--- src/rtl/gpu_pkg.sv ---
// Shared constants and FSM encoding for the dot-product issue/collect controller.
package gpu_pkg;

  localparam int MAX_LEN      = 16;
  localparam int ADDR_W       = 4;
  localparam int ACT_W        = 8;
  localparam int LEN_W        = 5;
  localparam int PIPE_LATENCY = 5;
  localparam int RES_W        = 64;
  localparam int RES_LO_W     = 32;

  typedef enum logic [1:0] {
    ST_IDLE  = 2'd0,
    ST_ISSUE = 2'd1,
    ST_DRAIN = 2'd2,
    ST_DONE  = 2'd3
  } gpu_state_e;

endpackage

--- src/rtl/gpu_act_buffer.sv ---
// 16x8 activation register file: one synchronous write port, one combinational read port.
module gpu_act_buffer
  import gpu_pkg::*;
(
  input  logic              clk,
  input  logic              rst,
  input  logic              wr_en,
  input  logic [ADDR_W-1:0] wr_idx,
  input  logic [ACT_W-1:0]  wr_val,
  input  logic [ADDR_W-1:0] rd_idx,
  output logic [ACT_W-1:0]  rd_data
);

  logic [ACT_W-1:0] mem [MAX_LEN];

  always_ff @(posedge clk) begin
    if (rst) begin
      for (int i = 0; i < MAX_LEN; i++) mem[i] <= '0;
    end else if (wr_en) begin
      mem[wr_idx] <= wr_val;
    end
  end

  assign rd_data = mem[rd_idx];

endmodule

--- src/rtl/gpu_dot_issue_ctrl.sv ---
// Issues a buffered activation vector into the inference pipeline, one element per cycle,
// and accumulates the returning results into a dot product plus a zero-skip count.
module gpu_dot_issue_ctrl
  import gpu_pkg::*;
#(
  parameter int ACC_W   = 40,
  parameter int TIMEOUT = 32
) (
  input  logic              clk,
  input  logic              rst,
  input  logic              act_write_en,
  input  logic [ADDR_W-1:0] act_write_idx,
  input  logic [ACT_W-1:0]  act_write_val,
  input  logic              start,
  input  logic [LEN_W-1:0]  vec_len,
  input  logic [ADDR_W-1:0] base_addr,
  output logic              pipe_valid,
  output logic [ADDR_W-1:0] pipe_weight_addr,
  output logic [ACT_W-1:0]  pipe_activation,
  input  logic [RES_W-1:0]  pipe_result,
  input  logic              pipe_result_valid,
  input  logic              pipe_zero_skipped,
  output logic              busy,
  output logic              done,
  output logic [ACC_W-1:0]  acc_out,
  output logic [LEN_W-1:0]  skip_count,
  output logic              err_timeout
);

  localparam int TO_W = $clog2(TIMEOUT + 1);

  gpu_state_e        state_q, state_d;
  logic [LEN_W-1:0]  len_q, ret_cnt_q, len_clamped;
  logic [ADDR_W-1:0] base_q, issue_idx_q, nxt_idx, nxt_base;
  logic [TO_W-1:0]   to_cnt_q;
  logic [ACT_W-1:0]  rd_data;
  logic              start_go, accept, issue_last, finish_to;
  logic              unused_res_hi;

  assign unused_res_hi = ^pipe_result[RES_W-1:RES_LO_W];

  assign busy = (state_q == ST_ISSUE) || (state_q == ST_DRAIN);
  assign done = (state_q == ST_DONE);
  assign len_clamped = (vec_len > LEN_W'(MAX_LEN)) ? LEN_W'(MAX_LEN) : vec_len;
  assign accept = busy && pipe_result_valid && (ret_cnt_q < len_q);
  assign issue_last = (state_q == ST_ISSUE) && ({1'b0, issue_idx_q} == len_q - LEN_W'(1));

  // Element index and base for the issue registered at the coming edge.
  assign nxt_idx  = (state_q == ST_ISSUE) ? issue_idx_q + ADDR_W'(1) : '0;
  assign nxt_base = (state_q == ST_IDLE) ? base_addr : base_q;

  gpu_act_buffer u_buf (
    .clk     (clk),
    .rst     (rst),
    .wr_en   (act_write_en && !busy),
    .wr_idx  (act_write_idx),
    .wr_val  (act_write_val),
    .rd_idx  (nxt_idx),
    .rd_data (rd_data)
  );

  always_ff @(posedge clk) begin
    if (rst) state_q <= ST_IDLE;
    else     state_q <= state_d;
  end

  always_comb begin
    state_d   = state_q;
    start_go  = 1'b0;
    finish_to = 1'b0;
    case (state_q)
      ST_IDLE: begin
        if (start) begin
          start_go = 1'b1;
          state_d  = (vec_len == '0) ? ST_DONE : ST_ISSUE;
        end
      end
      ST_ISSUE: begin
        if (issue_last) state_d = ST_DRAIN;
      end
      ST_DRAIN: begin
        if (ret_cnt_q + LEN_W'(accept) == len_q) begin
          state_d = ST_DONE;
        end else if (!accept && to_cnt_q == TO_W'(TIMEOUT - 1)) begin
          finish_to = 1'b1;
          state_d   = ST_DONE;
        end
      end
      default: state_d = ST_IDLE;
    endcase
  end

  always_ff @(posedge clk) begin
    if (rst) begin
      len_q            <= '0;
      base_q           <= '0;
      issue_idx_q      <= '0;
      ret_cnt_q        <= '0;
      to_cnt_q         <= '0;
      acc_out          <= '0;
      skip_count       <= '0;
      err_timeout      <= 1'b0;
      pipe_valid       <= 1'b0;
      pipe_weight_addr <= '0;
      pipe_activation  <= '0;
    end else begin
      if (start_go) begin
        len_q       <= len_clamped;
        base_q      <= base_addr;
        issue_idx_q <= '0;
        ret_cnt_q   <= '0;
        acc_out     <= '0;
        skip_count  <= '0;
        err_timeout <= 1'b0;
      end else if (accept) begin
        acc_out   <= acc_out + ACC_W'(pipe_result[RES_LO_W-1:0]);
        ret_cnt_q <= ret_cnt_q + LEN_W'(1);
        if (pipe_zero_skipped) skip_count <= skip_count + LEN_W'(1);
      end

      if (state_q == ST_ISSUE && state_d == ST_ISSUE) issue_idx_q <= issue_idx_q + ADDR_W'(1);
      if (finish_to) err_timeout <= 1'b1;

      // Counts cycles since the last issue or returned result.
      case (state_q)
        ST_ISSUE: to_cnt_q <= TO_W'(1);
        ST_DRAIN: to_cnt_q <= accept ? TO_W'(1) : to_cnt_q + TO_W'(1);
        default:  to_cnt_q <= '0;
      endcase

      if (state_d == ST_ISSUE) begin
        pipe_valid       <= 1'b1;
        pipe_weight_addr <= nxt_base + nxt_idx;
        pipe_activation  <= rd_data;
      end else begin
        pipe_valid       <= 1'b0;
        pipe_weight_addr <= '0;
        pipe_activation  <= '0;
      end
    end
  end

endmodule

--- config.mk ---
export PLATFORM = sky130hd
export DESIGN_NAME = gpu_dot_issue_ctrl
export DESIGN_NICKNAME = d
export VERILOG_FILES = /design/src/rtl/gpu_pkg.sv /design/src/rtl/gpu_act_buffer.sv /design/src/rtl/gpu_dot_issue_ctrl.sv
export SDC_FILE = /design/constraint.sdc
export NUM_CORES = 1
export LEC_CHECK = 0
export CORE_MARGIN = 2
export CORE_UTILIZATION = 30
export DETAILED_ROUTE_END_ITERATION = 6
export PLACE_DENSITY = 0.5
export SLEW_MARGIN = 20
export SYNTH_ARGS = -nofsm -noshare
export SYNTH_HDL_FRONTEND = slang
export SYNTH_SLANG_ARGS = --single-unit
--- constraint.sdc ---
create_clock -name clk -period 3.6 [get_ports clk]
set_clock_uncertainty 0.05 [all_clocks]
set_input_delay 0.54 -clock clk [delete_from_list [all_inputs] [get_ports clk]]
set_output_delay 0.54 -clock clk [all_outputs]
set_load 0.01 [all_outputs]
==> key figures <==
Placement
  – Port bufs: 119
  – Placed cell count: 1,787
  – Hpwl dp: 22,170 µm
  – GP Congestion: 0.7974

Synthesis
  – Mean Syn Cell Area: 9.720 µm²
  – Post-synth EDFFs: 128
  – Synth Flop Type: edfxtp_1
  – Count of different cell masters after synthesis: 61
  – Synth top area share: 0.3363
  – Synth area leaders: edfxtp_1 34%, dfxtp_1 15%, and2_1 7.5%
  – Synthesized flop and latch total: 213
  – YS warnings: 0
  – Cells after Synth: 1,176
  – Yosys top cell by area: edfxtp_1
  – Syn Std Cell Area: 11,430 µm²
  – Synth Net Count: 1,319
  – Async set-reset flop share out of synthesis: 0
  – Sequential cell area fraction in the yosys report: 0.4851

Die
  – Starting Density: 0.3042
  – Die width: 199.2 µm
  – Rows: 71
  – Die area: 39,680 µm²
  – Die height: 199.2 µm
  – Core Region: 37,580 µm²
  – Io pins: 152

STA
  – Fin Setup TNS: 0 ns
  – Endpoints failing hold: 0
  – Worst Hold Slack: 0.4018 ns
  – RSZ-0062 raised after global routing: no
  – Tcrit/Tclk final: 0.9418
  – Final Max Tran Viols: 0
  – Fmax: 295.0 MHz
  – Min Tclk post-route: 3.390 ns
  – Final setup vio count: 0
  – Worst-Margin Slew: 0.8204 ns
  – Slew HR: 0.4517

GRT
  – First-pass GRT wire length: 49,180 µm
  – GR peak layer: met2
  – Met2 global-route usage: 0.2653
  – Antenna violations before repair: 0
  – Met3 Usage GRT: 0.02363
  – Total Routing Usage GR: 0.1600
  – Largest net degree at the start of global routing: 49
  – GR Overflow Total: 0
  – Number of global-route vias before repair: 8,764
  – Met1 Use GR: 0.2176

Power and ir drop
  – P_leak: 5.324 nW
  – Sequential share of power: 0.455
  – Pwr dens: 414.8 nW/µm²
  – Switch Pwr: 1.535 mW
  – Logic gate share of total power: 0.117
  – Worst vdd ir: 0.3657 mV
  – Power share of the clock group: 0.429
  – Pint: 4.402 mW
  – Switching Fraction: 0.2586

Layout
  – Fill count: 3,796
  – Layout Nets: 1,451
  – Share of cells above drive strength 1: 0.09729
  – Multi-input logic area: 5607 µm²
  – Area Growth Syn to Fin: 25.22%
  – Register Area: 5548 µm²
  – Final std cells w/o fill: 1,838

Critical path
  – Most frequent CP cell: a21o_1
  – Worst Reg-to-Reg Cells: 18
  – Startpoint Class: flop
  – Crit path arrival time: 3.80 ns
  – WP data required: 4.01 ns
  – Worst Setup End Kind: flop
  – Crit path max-delay cell type: dfxtp_2
  – Max FO, Critical Path: 6
  – RR Endpoint: pipe_activation[3]
  – Cell Chain, Critical Path: inv_1 > ha_1 > a21o_1 > a21o_1 > a21o_1 > a211o_1 > inv_2 > ha_4 > ha_4 > xor2_2 > xnor2_1 > nand3_1 > nor3_2 > a21o_1 > a211o_1 > nand3_4 > buf_12 > a211oi_1
  – Reg2reg start: len_q[1]
  – Crit path kind: reg2reg
  – Register-to-register setup slack: 0.21 ns
  – CP peak stage delay: 0.32 ns

Clock network
  – Sink Count: 213
  – Cell chosen for the clock root: clkbuf_16
  – CTS clk-pin slew, worst paths: 0.06 ns
  – # H-tree levels: 1
  – CTS tree: done
  – Hold buffer count at CTS: 0
  – Longest Clk Path Bufs: 3
  – Clk Latency, worst-skew pair: 0.57 ns
  – Inserted Clock Buffers: 27

Worst hold path
  – Worst Hold Path EP: base_q[2]
  – Hold WC Path Type: reg2reg
  – Cell count of the worst hold path: 2
  – Hold_sp: base_q[2]

Detailed routing
  – Final WL: 31,960 µm
  – Routed len/inst: 17.39 µm
  – DR vias: 8,898
  – Detail Route Antenna Nets: 0
  – Drt initial violations: 503
  – Initial DRT Pass Iterations: 5
  – Avg Vias per Cell: 4.841
  – Residual DRC: 0

Run status
  – Status: completed

Run
  – Max-Cap Viols: 0
[cell usage after synthesis (5+ instances only)]
library cell  instances
o221ai_1              9
a311oi_1             16
inv_1                23
nor3_1               14
a211oi_1             30
clkbuf_1             57
nor3b_1               5
nand3_1              37
mux2i_1              22
nand2b_1             10
nand2_1             168
edfxtp_1            128
and3_1               13
buf_1                 6
or2_2                17
xnor2_1              33
a21oi_1              81
nor2b_1              11
o22ai_1              10
a31oi_1               6
nand3b_1              8
a21o_1               17
o21ai_0              29
dfxtp_1              85
xor2_1               23
ha_1                 50
nor2_1               50
o211ai_1              5
nand4_1              16
and2_1              137
[worst max-delay path by stage]
stage	start	to	slack [ns]	cells past startpoint
floorplan	len_q[1]	pipe_activation[0]	0.04	19
global placement	pipe_result[0]	acc_out[32]	0.06	14
detailed placement	len_q[1]	pipe_activation[0]	0.01	18
CTS	len_q[1]	issue_idx_q[3]	0.03	18
global route	len_q[1]	pipe_activation[3]	0.003	18
finish	len_q[1]	pipe_activation[3]	0.21	18
[area by class of cell]
cell class                      instances  share of cell area
Antenna cell                            1           0.0001748
Clock buffer                           33             0.04878
Clock inverter                         14            0.008129
Inverter                               25            0.006556
Multi-Input combinational cell        872              0.3917
Sequential cell                       213              0.3876
Tap cell                              511             0.04467
Timing Repair Buffer                  169              0.1124
[stage by stage]
step	util	power, mW	worst slack, ns	area [µm²]
after detailed placement	0.3559	3.425	0.01062	13370
after global placement	0.3559	3.422	0.05982	13370
after CTS	0.3777	6.004	0.02631	14190
after global routing	0.3808	6.179	0.003331	14310
final	0.3809	5.937	0.2096	14310
after floorplan	-	3.131	0.04258	11430
[sequential cells by signal, indices dropped and copies added, names as in the netlist]
name and flops:
to_cnt_q 6, pipe_valid 1, len_q 5, state_q 2, acc_out 40, skip_count 5
pipe_weight_addr 4, ret_cnt_q 5, pipe_activation 8, err_timeout 1, issue_idx_q 4, base_q 4
u_buf.mem 128
[worst max-delay path: cells and delay by family, from the launching register on]
family                     cells  cell delay [ns]
buffers and inverters          3             0.32
xor gates and xnor gates       2             0.29
DFF                            1             0.32
and+or+nand+nor                3             0.46
adders and majority gates      3             0.60
AOI/OAI and AO/OA              7             1.26
[cells by family (layout without fill, tap and decap cells)]
| kind of cell | Yosys count | count (layout) | share of synthesized area |
|---|---|---|---|
| buffers and inverters | 91 | 241 | 0.03076 |
| DFF | 213 | 213 | 0.4851 |
| and+or+nand+nor | 504 | 504 | 0.2256 |
| muxes | 25 | 25 | 0.02222 |
| xor gates and xnor gates | 56 | 56 | 0.04291 |
| adders and majority gates | 52 | 52 | 0.05823 |
| AOI/OAI and AO/OA | 235 | 235 | 0.1352 |
| other | 0 | 1 | 0 |
[layer usage]
metal,part of all wire,routed length [µm],up-vias
met5,0,0,-
met4,0.023,746,0
met3,0.041,1295,41
met2,0.46,14640,177
met1,0.48,15270,4208
li1,-,-,4472
[repair_timing]
action	CTS	global route
pin swaps	0	8
gates cloned	0	1
setup endpoints to repair	6	16
resized for setup	1	16
hold endpoints to repair	0	0
setup buffers	0	2
[cell usage in the layout, fill, tap and decap left out, drive strengths merged, types with 22 or more instances in the layout]
cell           count
clkbuf            34
nand2            168
edfxtp           128
a21oi             81
dfxtp             85
buf               49
xnor2             33
nor2              50
inv               26
mux2i             22
a211oi            30
clkdlybuf4s50    119
o21ai             31
and2             139
xor2              23
nand3             37
ha                50
[power groups by stage]
stage / sequential, mW / clock [mW] / combinational (mW)
2_1_floorplan: 2.75 / 0 / 0.386
3_3_place_gp: 2.75 / 0 / 0.671
3_5_place_dp: 2.75 / 0 / 0.672
4_1_cts: 2.70 / 2.63 / 0.676
5_1_grt: 2.71 / 2.71 / 0.761
6_report: 2.70 / 2.54 / 0.692
No activity file was read; power rests on OpenSTA's default activity.
==> edit 1 (config.mk and constraints unchanged) <==
Re-encode `gpu_state_e` (4 states) as one-hot, 4 bits wide.
--- a/src/rtl/gpu_pkg.sv
+++ b/src/rtl/gpu_pkg.sv
@@ -9,11 +9,11 @@
   localparam int RES_W        = 64;
   localparam int RES_LO_W     = 32;
 
-  typedef enum logic [1:0] {
-    ST_IDLE  = 2'd0,
-    ST_ISSUE = 2'd1,
-    ST_DRAIN = 2'd2,
-    ST_DONE  = 2'd3
+  typedef enum logic [3:0] {
+    ST_IDLE  = 4'b0001,
+    ST_ISSUE = 4'b0010,
+    ST_DRAIN = 4'b0100,
+    ST_DONE  = 4'b1000
   } gpu_state_e;
 
 endpackage
Function: same outputs for any inputs over 4 cycles, from zero or initial values and one cycle with rst high; so few cycles prove little.
==> edit 1 against the original RTL <==
Design area is essentially flat; sequential share of layout area grew 0.28 points; largest cell class unchanged; sequential cell count grew 2; area after synthesis grew 1.9%; power shrank 1.5%; routed wire length shrank 3.9%; synthesized cell count grew 1.7%; first-iteration DRC count shrank 5.4%; worst setup slack gained 0.20 ns.
==> edit 1: results <==
{
  "r2r_setup_slack_ns": 0.41,
  "synth_sequential_area_ratio_pct": 47.96,
  "placer_s_final_routability_congestion_estimate": 0.8043,
  "worst_setup_path_endpoint": "err_timeout$_SDFFE_PP0P_",
  "hp_start": "base_q[1]$_SDFFE_PP0P_",
  "grt_antenna_before_repair": 1,
  "number_of_optimization_iterations_in_the_first_detailed_route_pass": 6,
  "worst_hold_path.endpoint": "base_q[1]$_SDFFE_PP0P_",
  "outcome": "complete, no violations",
  "crit_path_max_incr_delay_ns": 0.42,
  "critPathArrivalTime_ns": 3.57,
  "synth_xor_area_share_pct": 3.685,
  "post_synth_most_frequent_cells": "159 x sky130_fd_sc_hd__nand2_1, 136 x sky130_fd_sc_hd__and2_1, 128 x sky130_fd_sc_hd__edfxtp_1",
  "viasPerCell": 4.890,
  "grt.total_usage_pct": 14.98,
  "yosys.cell_types.count": 70,
  "power.leakage_uw": 0.005335,
  "synth.area.mux_share_pct": 0.9778,
  "worst_r2r_path_depth": 16,
  "first_global_vias": 8872,
  "cell_with_the_largest_stage_delay_on_the_worst_path": "sky130_fd_sc_hd__dfxtp_1",
  "grt_first_pass_wirelength_um": 48360,
  "post_dp_cell_area_mm2": 0.01343,
  "synthTopCellsByArea": "sky130_fd_sc_hd__edfxtp_1 33%, sky130_fd_sc_hd__dfxtp_1 15%, sky130_fd_sc_hd__and2_1 7.3%, sky130_fd_sc_hd__nand2_1 5.1%, sky130_fd_sc_hd__ha_1 4.9%",
  "synthesis.nets": 1335
}
[edit 1: metal layers]
metal / global-route usage, % / part of all wire, % / up-vias
met5: 0 / 0 / -
met4: 4.021 / 2.2 / 0
met3: 2.192 / 3.6 / 45
met2: 25.61 / 47 / 156
met1: 19.76 / 47 / 4318
li1: - / - / 4523
[edit 1: logic make-up (layout without fill, tap and decap cells)]
| group | count (synthesis) | after routing |
|---|---|---|
| and+or+nand+nor | 541 | 541 |
| AOI/OAI and AO/OA | 248 | 248 |
| DFF | 215 | 215 |
| buffers and inverters | 84 | 219 |
| xor gates and xnor gates | 49 | 49 |
| adders and majority gates | 48 | 48 |
| muxes | 11 | 11 |
[edit 1: final cells by class]
class / instances / area [um2]
clock buffers: 36 / 719.4
inverters: 24 / 90.09
flip-flops and latches: 215 / 5587
well taps: 518 / 648.1
fillers: 3870 / 24160
repair buffers: 145 / 1386
clock inverters: 14 / 157.7
multi-input cells: 897 / 5720
[edit 1: stage by stage]
step	std cells	setup slack, ns	hold slack [ns]
detailed placement	1799	0.08785	0.3993
global route	1849	0.08171	0.4181
finish	1849	0.4133	0.4040
floorplan	1196	0.4277	0.3838
global placement	1799	0.08913	0.3924
CTS	1849	0.2979	0.4085
[edit 1: power breakdown]
group | switching (uW) | leakage, uW | internal [uW] | total, uW
logic | 257 | 0.00287 | 186 | 444
clock network | 1090 | 0.000430 | 1620 | 2710
registers | 25.2 | 0.00204 | 2670 | 2700
total | 1370 | 0.00534 | 4480 | 5850
[edit 1: worst min-delay path, cell delays in order (launching register included)]
cell	delay, ns
sky130_fd_sc_hd__dfxtp_1	0.31
sky130_fd_sc_hd__nand2_1	0.05
sky130_fd_sc_hd__a21oi_1	0.05
==> edit 2 (same flow settings) <==
Without the edit above. Set the parameter `TIMEOUT` to 64 (it was 32).
--- a/src/rtl/gpu_dot_issue_ctrl.sv
+++ b/src/rtl/gpu_dot_issue_ctrl.sv
@@ -4,7 +4,7 @@
   import gpu_pkg::*;
 #(
   parameter int ACC_W   = 40,
-  parameter int TIMEOUT = 32
+  parameter int TIMEOUT = 64
 ) (
   input  logic              clk,
   input  logic              rst,
Behaviour: no difference found for any inputs over 4 cycles, from zero or initial values and one cycle with rst high; that may be too few to reach the edited logic, so the function may still have changed.
==> edit 2 against the original RTL <==
Power rose by 4.8%; routed wire length rose by 3.8%; largest cell class unchanged; first-iteration DRC count fell by 14%; worst setup slack improved by 0.027 ns; sequential cell count rose by 1; design area rose by 1.0%; area after synthesis rose by 1.4%; cell count rose by 2.8%; largest power group unchanged; combinational power rose by 27%.
==> edit 2: results <==
{
  "grtUsageMet3_pct": 2.938,
  "hp_start": "base_q[3]$_SDFFE_PP0P_",
  "grt_start_max_net_pins": 49,
  "worstSkewPairLatency_ns": 0.55,
  "synthTopCellsByArea": "sky130_fd_sc_hd__edfxtp_1 33%, sky130_fd_sc_hd__dfxtp_1 15%, sky130_fd_sc_hd__and2_1 7.3%, sky130_fd_sc_hd__nand2_1 5.7%, sky130_fd_sc_hd__ha_1 5.5%",
  "yosys.cell_types.count": 64,
  "critPathArrivalTime_ns": 3.76,
  "setup_viol": 0,
  "power.leakage_uw": 0.005436,
  "met1_usage_pct": 22.22,
  "post_synth_most_frequent_cells": "176 x sky130_fd_sc_hd__nand2_1, 136 x sky130_fd_sc_hd__and2_1, 128 x sky130_fd_sc_hd__edfxtp_1",
  "drt_iter0_markers": 433,
  "grt.total_usage_pct": 16.50,
  "viasPerCell": 4.934,
  "routedWlPerCell_um": 17.55,
  "cell_with_the_largest_stage_delay_on_the_worst_path": "sky130_fd_sc_hd__dfxtp_1",
  "synthesis.nets": 1361,
  "layout.filler_cells": 3913,
  "globalRouteMet2Util_pct": 27.26,
  "cts-resized-gates": 0,
  "place.detailed.hpwl_um": 23060,
  "port_buffers": 119,
  "number_of_optimization_iterations_in_the_first_detailed_route_pass": 5,
  "r2r_setup_slack_ns": 0.24,
  "cts_setup_buffers": 0,
  "synth_sequential_area_ratio_pct": 48.01,
  "worst_slew_margin_rel_pct": 42.28,
  "worst_hold_path.endpoint": "base_q[3]$_SDFFE_PP0P_",
  "worst_setup_path_start_kind": "register",
  "placer_s_final_routability_congestion_estimate": 0.8203,
  "insertedDiodeCount": 0,
  "layout-drive-gt1-share_pct": 9.985,
  "outcome": "complete, no violations",
  "reg2reg_to": "issue_idx_q[2]$_SDFFE_PP0P_",
  "r2r-start": "state_q[1]$_SDFF_PP0_",
  "fin_worst_hold_slack_ns": 0.4047,
  "worst_r2r_path_depth": 19,
  "crit_path_max_incr_delay_ns": 0.38,
  "grt_first_pass_wirelength_um": 52840,
  "nNetsFinal": 1496,
  "yosys_warnings": 0,
  "first_global_vias": 9214,
  "cp_max_fo": 11,
  "irDropWorstVdd_v": 0.0003218
}
edit 2: layout make-up:
cell class | instances | area (um2) | share of cell area, %
clock buffers | 32 | 694.4 | 4.802
inverters | 29 | 108.9 | 0.7527
flip-flops and latches | 214 | 5569 | 38.51
well taps | 518 | 648.1 | 4.482
repair buffers | 174 | 1617 | 11.18
clock inverters | 17 | 148.9 | 1.030
multi-input cells | 906 | 5675 | 39.25
edit 2: cell families after synthesis:
| kind of cell | synth area share, % |
|---|---|
| mux | 1.684 |
| compound gates | 13.92 |
| buf+inv | 3.238 |
| fa+ha+maj | 5.851 |
| flops | 48.01 |
| simple gates | 23.81 |
| xor+xnor | 3.476 |
edit 2: stage by stage:
step | power, uW | worst slack [ns] | setup TNS (ns) | std cells | cell area (um2)
global placement | 3666 | -0.02246 | -0.02246 | 1841 | 13610
floorplan | 3286 | 0.06910 | 0 | 1217 | 11590
global route | 6500 | -0.02531 | -0.04970 | 1890 | 14460
finish | 6222 | 0.2364 | 0 | 1890 | 14460
CTS | 6321 | 0.1447 | 0 | 1890 | 14450
detailed placement | 3673 | -0.04370 | -0.1120 | 1841 | 13610
edit 2: power by group:
group | total, uW | internal, uW | leakage [uW] | switching (uW)
logic | 879 | 351 | 0.00300 | 528
registers | 2730 | 2690 | 0.00202 | 43.9
clock network | 2610 | 1520 | 0.000416 | 1090
edit 2: per-layer routing:
layer,share of wire (%),wire length (um)
met1,46,15310
met2,47,15500
met3,4.9,1628
met4,2.2,727
met5,0,0
